## config.mk

```make
export PLATFORM = sky130hd
export DESIGN_NAME = pwm_peripheral
export DESIGN_NICKNAME = d
export VERILOG_FILES = /design/src/rtl/pwm_peripheral.sv
export SDC_FILE = /design/constraint.sdc
export NUM_CORES = 1
export LEC_CHECK = 0
export ABC_AREA = 1
export CORE_ASPECT_RATIO = 0.5
export CORE_MARGIN = 2
export CORE_UTILIZATION = 51
export DETAILED_ROUTE_END_ITERATION = 7
export GPL_ROUTABILITY_DRIVEN = 0
export PLACE_DENSITY = 0.84
export SLEW_MARGIN = 20
export SYNTH_ARGS = -nofsm -noshare
export SYNTH_HDL_FRONTEND = slang
export SYNTH_SLANG_ARGS = --single-unit
```

## constraint.sdc

```tcl
create_clock -name clk -period 2.4 [get_ports clk]
set_clock_uncertainty 0.2 [all_clocks]
set_input_delay 0.48 -clock clk [delete_from_list [all_inputs] [get_ports clk]]
set_output_delay 0.48 -clock clk [all_outputs]
set_load 0.005 [all_outputs]
```

## src/rtl/pwm_peripheral.sv

```systemverilog
// 16-channel PWM output stage fed by the SPI register file: each pin is forced
// low, held static high, or follows one shared 8-bit PWM waveform.
module pwm_peripheral #(
  parameter int PRESCALE = 10
) (
  input  logic        clk,
  input  logic        rst,
  input  logic [7:0]  en_reg_out_7_0,
  input  logic [7:0]  en_reg_out_15_8,
  input  logic [7:0]  en_reg_pwm_7_0,
  input  logic [7:0]  en_reg_pwm_15_8,
  input  logic [7:0]  pwm_duty_cycle,
  output logic [15:0] out,
  output logic        period_start
);

  localparam int PRE_W = (PRESCALE > 1) ? $clog2(PRESCALE) : 1;
  localparam logic [PRE_W-1:0] PRE_MAX = PRE_W'(PRESCALE - 1);

  logic [PRE_W-1:0] pre;
  logic [7:0]       cnt;
  logic [7:0]       duty_sh;
  logic [15:0]      en_out;
  logic [15:0]      en_pwm;
  logic [15:0]      pwm_mask;
  logic             active;
  logic             tick;
  logic             level;

  // Full-scale duty saturates to a constant high instead of 255/256.
  function automatic logic pwm_level(input logic [7:0] c, input logic [7:0] d);
    return (d == 8'hFF) || (c < d);
  endfunction

  always_comb begin
    en_out   = {en_reg_out_15_8, en_reg_out_7_0};
    en_pwm   = {en_reg_pwm_15_8, en_reg_pwm_7_0};
    pwm_mask = en_out & en_pwm;
    active   = |pwm_mask;
    tick     = (pre == PRE_MAX);
    level    = pwm_level(cnt, duty_sh);
  end

  // Output register stage: pins and period marker from this cycle's counter state.
  always_ff @(posedge clk) begin
    if (rst) begin
      out          <= 16'h0000;
      period_start <= 1'b0;
      pre          <= '0;
      cnt          <= 8'h00;
      duty_sh      <= 8'h00;
    end else begin
      out          <= (en_out & ~en_pwm) | (pwm_mask & {16{level}});
      period_start <= active && (cnt == 8'h00) && (pre == '0);
      if (!active) begin
        pre     <= '0;
        cnt     <= 8'h00;
        duty_sh <= pwm_duty_cycle;
      end else if (tick) begin
        pre <= '0;
        cnt <= cnt + 8'd1;
        // Shadow only reloads at the wrap so a running period is never cut short.
        if (cnt == 8'hFF) duty_sh <= pwm_duty_cycle;
      end else begin
        pre <= pre + PRE_W'(1);
      end
    end
  end

endmodule
```

==> metrics.txt, run 1 <==
placed cell count=406; mean routed wirelength per cell=10.4 um; maximum root-to-sink buffer count=2; Slew @ Worst Pin=0.472 ns; post-synthesis sequential area ratio=between 30% and 40%; M3 GR Usage=under 10%; Initial DRC Count=67; R2R depth=8; die height=48.3 um; post-CTS resize count=0; PortBufs=58; Num CTS Buffers=5; average cell area after synthesis=6.73 um2; Crit Path Max Fanout=10; Core Box Area=around 3800 um2; die area=4470 um2; area of the mapped netlist=2000 um2; Cells after Synth=297; setup bufs post-CTS=0; most frequent cells in the layout=78 x nand2_1, 58 x clkdlybuf4s50_1, 55 x inv_1, 47 x nor2_1, 37 x dfxtp_1; GR Layer Usage met2=38.4%; total grt overflow=0; sequential cell area=approximately 740 um2; via count=approximately 1900; # diodes=0; Startpoint Class=input port; io pins=59; commonest non-fill, non-tap cell in the layout=nand2_1; hold path cells=1; Cell Rows=16; number of fill cells=305; H-Tree Depth=2; Final Hold Viols=0; status=completed; Yosys warning count=0; number of vias per cell=4.66; setup tns final=0 ns; grt peak-use layer=met2; leakage=1.42 nW; Post-Route WL=4300 um; placed cell areas=about 2600 um2; final net count=413; r2r endpoint=out[6]; gr usage total=20.1%; RSZ-0062 raised after global routing=false; met1 Resource Use GR=22.9%; fin cells=412; post-route cell area=approximately 2700 um2; CTS root buffer=clkbuf_8; DRC violation count after routing=0; CTS clk-pin slew, worst paths=~0.07 ns; Max Freq=0.535 GHz; Critical Path Source=en_reg_out_7_0[7]; asr flop ratio synth=0%; CP Data Required Time=around 2.4 ns; Post-Syn Nets=351; Final Critical Period=~1.9 ns; Slew Viols, Final=0; Peak supply drop=0.311 mV; clk_lat worst skew=0.28 ns; worst setup path class=input port to flip-flop; Starting Density=52.3%; initial antenna violation count=0; layout cells sized above 1=6.15%; fin crit share=77.9%; worst min path class=flip-flop to flip-flop; RR Startpoint=cnt[5]; area taken by multi-input logic gates=about 1000 um2; flops & latches, synth=37; Reg2Reg Setup Slack=0.54 ns; DRT Pass-1 Iters=4; power density over the cells=463 nW/um2; hold_buf cts=0; first-pass GRT wire length=6820 um; number of flops mapped to enable cells by yosys=0; DPL Wire Length=between 3000 and 4000 um; chip width=roughly 93 um; CP endpoint kind=flip-flop; Worst Path Arrival=1.84 ns; final setup vio count=0; post-route ant nets=0; Worst Setup EP=cnt[5]; Synth cell types=27; CTS Sinks=37; Layout area overhead=35.1%; Max Cap Viol=0; vias in the first global route=between 1500 and 2000; CTS tree=built; Synth Flop Type=dfxtp_1; largest net degree at the start of global routing=17; relative slew slack=68.4%
stage by stage:
stage          hold slack (ns)  power [mW]  setup slack, ns  utilization [%]
6_report                 0.285        1.25            0.531             70.6
5_1_grt                  0.332        1.32            0.353             70.6
4_1_cts                  0.291        1.26            0.523             70.6
3_5_place_dp             0.274       0.872            0.232             68.7
3_3_place_gp             0.259       0.866            0.278             68.7
2_1_floorplan            0.245       0.751            0.751                -
power by group:
part / internal, mW / switching [mW] / total [mW]
Clock: 0.191 / 0.202 / 0.392
Combinational: 0.123 / 0.0868 / 0.210
Sequential: 0.637 / 0.00993 / 0.647
Total: 0.951 / 0.298 / 1.25
final cells by class:
| class | instances | area share, % |
|---|---|---|
| inverters | 60 | 8.43 |
| well taps | 54 | 2.50 |
| clock buffers | 5 | 2.55 |
| repair buffers | 59 | 21.8 |
| flip-flops and latches | 37 | 27.4 |
| multi-input cells | 196 | 37.1 |
| clock inverters | 1 | 0.185 |
logic make-up (layout without fill, tap and decap cells):
group	count (synthesis)	count (layout)	synth area share [%]
compound gates	7	7	1.75
buf+inv	64	125	12.8
simple gates	172	172	38.7
flops	37	37	37.1
xor+xnor	5	5	2.19
fa+ha+maj	12	12	7.51
synth_stat cells, types with 2 or more instances:
master / number / area [um2]
xor2_1: 3 / 26.3
ha_1: 12 / 150
nand3_1: 28 / 140
xnor2_1: 2 / 17.5
inv_2: 3 / 11.3
dfxtp_1: 37 / 741
nor2_2: 3 / 18.8
nand2_2: 2 / 12.5
nor3_1: 5 / 25.0
a21oi_1: 7 / 35.0
nand3_4: 2 / 35.0
inv_1: 55 / 206
nor2_1: 47 / 176
nand2_1: 78 / 293
critical path, cell delays in order:
cell and delay (ns):
clkdlybuf4s50_1 0.43, nand2_1 0.07, nand2_1 0.05, nor2_1 0.13
nand2_1 0.07, nor2_1 0.26, inv_4 0.11, nand2_2 0.17
nor2_1 0.07
metal layers:
metal / share of wire (%) / vias to the layer above
met5: 0 / -
met2: 51 / 38
met1: 43 / 858
met4: 1.3 / 0
met3: 4.8 / 7
li1: - / 1017
registers in the layout, indices dropped and copies added (netlist names):
signal / flops
cnt: 8
duty_sh: 8
out: 16
period_start: 1
pre: 4
how the worst min path moves through the flow:
stage                     slack [ns]   start  endpoint
after floorplan                 0.24  pre[0]    pre[0]
after global placement          0.26  pre[0]    pre[0]
after detailed placement        0.27  pre[0]    pre[0]
after CTS                       0.29  pre[0]    pre[0]
after global routing            0.33  pre[0]    pre[0]
final                           0.29  pre[0]    pre[0]
No activity file was read; power rests on OpenSTA's default activity.
==> inputs of run 2 (changes only) <==
CORE_UTILIZATION = 47   (was 51)
PLACE_DENSITY = 0.79   (was 0.84)
clock period = 1.85 ns   (was 2.4 ns; I/O delays follow)
==> run 2 against run 1 <==
  * Critical path depth is 1 higher
  * Wire length is 15% higher
  * Sequential share of layout area is 1.3 points lower
  * Critical path type is now flip-flop to flip-flop
==> metrics.txt, run 2 (same netlist as run 1, synthesis figures left out) <==
Worst Setup EP=out[8]; total grt overflow=0 (unchanged); leakage=1.49 nW (+4.8%); biggest regs=out: 16 flops, cnt: 8 flops, duty_sh: 8 flops; Cell Int Power=1.26 mW (+32%); r2r endpoint=out[8]; sw frac=25.7% (+1.9 points); maximum root-to-sink buffer count=2 (unchanged); commonest non-fill, non-tap cell in the layout=nand2_1; final net count=424 (+2.7%); post-route ant nets=0 (unchanged); RR Startpoint=duty_sh[7]; placed cell count=411 (+1.2%); Worst Path Arrival=1.77 ns (-0.07 ns); Final Critical Period=1.77 ns; io pins=59 (unchanged); Combinational Power Share=17.0% (+0.2 points); Layout area overhead=42.3%; DPL Wire Length=3630 um (+8.1%); Clk network pwr share=33.4% (+2.0 points); Critical Path Source=duty_sh[7]; Crit Path Max Fanout=16 (+6); status=completed; Num CTS Buffers=5 (unchanged); CTS root buffer=clkbuf_8; DRT Pass-1 Iters=6 (+2); Initial DRC Count=117 (+75%); number of fill cells=313 (+2.6%); Reg2Reg Setup Slack=0.08 ns (-0.46 ns); Final Util=71.4% (+0.74 points); Max Cap Viol=0 (unchanged); worst setup path class=flip-flop to flip-flop; first-pass GRT wire length=7810 um (+15%); die height=50.1 um (+3.8%); hold_buf cts=0 (unchanged); DRC violation count after routing=0 (unchanged); H-Tree Depth=2 (unchanged); fin crit share=roughly 96%; Tot Pwr=1.69 mW (+35%); CP endpoint kind=flip-flop; Max Freq=0.564 GHz; number of vias per cell=4.82 (+3.5%); layout cells sized above 1=11.1% (+4.9 points); vias in the first global route=1804 (+9.5%); die area=4820 um2 (+8.0%); worst min path class=flip-flop to flip-flop; CTS Sinks=37 (unchanged); Startpoint Class=flip-flop; R2R depth=10 (+2); initial antenna violation count=0 (unchanged); fin cells=425 (+3.2%); Final Hold Viols=0 (unchanged); relative slew slack=82.1% (+14 points); Starting Density=50.2% (-2.1 points); CP Data Required Time=1.85 ns (-0.52 ns); Slew @ Worst Pin=0.266 ns (-0.206 ns); Largest register FFs=16 (unchanged); Slew Viols, Final=0 (unchanged); mean routed wirelength per cell=11.7 um (+12%); post-route cell area=2840 um2 (+5.3%); sequential share of power=49.6% (-2.2 points); Core Box Area=3980 um2 (+4.2%); placed cell areas=2660 um2 (+1.4%); worst hold slack=0.283 ns (-0.00174 ns); Most flops, register=out; switching pwr=436 uW (+46%); power density over the cells=595 nW/um2 (+29%); final setup vio count=0 (unchanged); Post-Route WL=4970 um (+15%); CTS clk-pin slew, worst paths=0.07 ns (about the same); gr usage total=21.4% (+1.4 points); largest net degree at the start of global routing=17 (unchanged); most frequent cells in the layout=77 x nand2_1, 58 x clkdlybuf4s50_1, 55 x inv_1, 46 x nor2_1, 35 x dfxtp_1; chip width=96.2 um (+4.0%); # diodes=0 (unchanged); Cell Rows=16 (unchanged); PortBufs=58 (unchanged); CTS tree=built; Peak supply drop=0.354 mV (+14%); via count=2049 (+6.7%); clk_lat worst skew=0.30 ns (+0.02 ns)
## run 2: cell count changes in the layout (fill, tap and decap cells not counted), moves of 2 or more
cell / delta
dfxtp_1: -2
dfxtp_2: +2
nor2_4: +2
buf_4: +10
## run 2: critical path, stage by stage, from the launching register on
cell     delay, ns
dfxtp_2       0.34
inv_1         0.07
ha_1          0.32
nand2_2       0.07
nor2_1        0.14
nand2_1       0.10
nand2_2       0.10
buf_12        0.15
nand3_1       0.08
nand2_1       0.07
inv_1         0.04
## run 2: power by group through the flow
stage | clock (mW) | sequential [mW] | combinational (mW)
6_report | 0.565 | 0.839 | 0.288
5_1_grt | 0.604 | 0.842 | 0.319
4_1_cts | 0.567 | 0.839 | 0.287
3_5_place_dp | 0 | 0.857 | 0.275
3_3_place_gp | 0 | 0.856 | 0.268
2_1_floorplan | 0 | 0.859 | 0.115
## run 2: final cells by class
cell class	count	area [um2]	share of cell area, %
repair buffers	70	683	24.0
well taps	54	67.6	2.38
clock buffers	6	72.6	2.55
inverters	60	228	8.01
clock inverters	2	10.0	0.352
multi-input cells	196	1040	36.5
flip-flops and latches	37	743	26.1
## run 2: what timing repair did
action | CTS | global route
cloned | 0 | 0
endpoints found under the hold margin | 0 | 0
setup buffers | 1 | 5
gates resized for setup | 0 | 9
pin swaps | 1 | 5
setup endpoints to repair | 3 | 22
## run 2: routing by layer
metal  wire (um)  GRT usage [%]  vias up  share of wire [%]
li1            -              -     1042                  -
met1        2000           24.2      902                 40
met2        2510           37.3       88                 50
met3         377           6.88       17                7.6
met4          82           8.81        0                1.7
met5           0              0        -                  0
## run 2: worst min-delay path by stage
stage / depth (start not counted) / start / end
after floorplan: 1 / pre[0] / pre[0]
after global placement: 1 / pre[0] / pre[0]
after detailed placement: 1 / pre[0] / pre[0]
after CTS: 1 / pre[0] / pre[0]
after global routing: 1 / pre[0] / pre[0]
final: 1 / pre[0] / pre[0]
## run 2: through the flow
step,TNS (ns),setup slack [ns]
CTS,0,0.0938
global route,-0.0150,-0.00705
finish,0,0.0760
detailed placement,-3.18,-0.184
global placement,-2.97,-0.165
floorplan,0,0.201
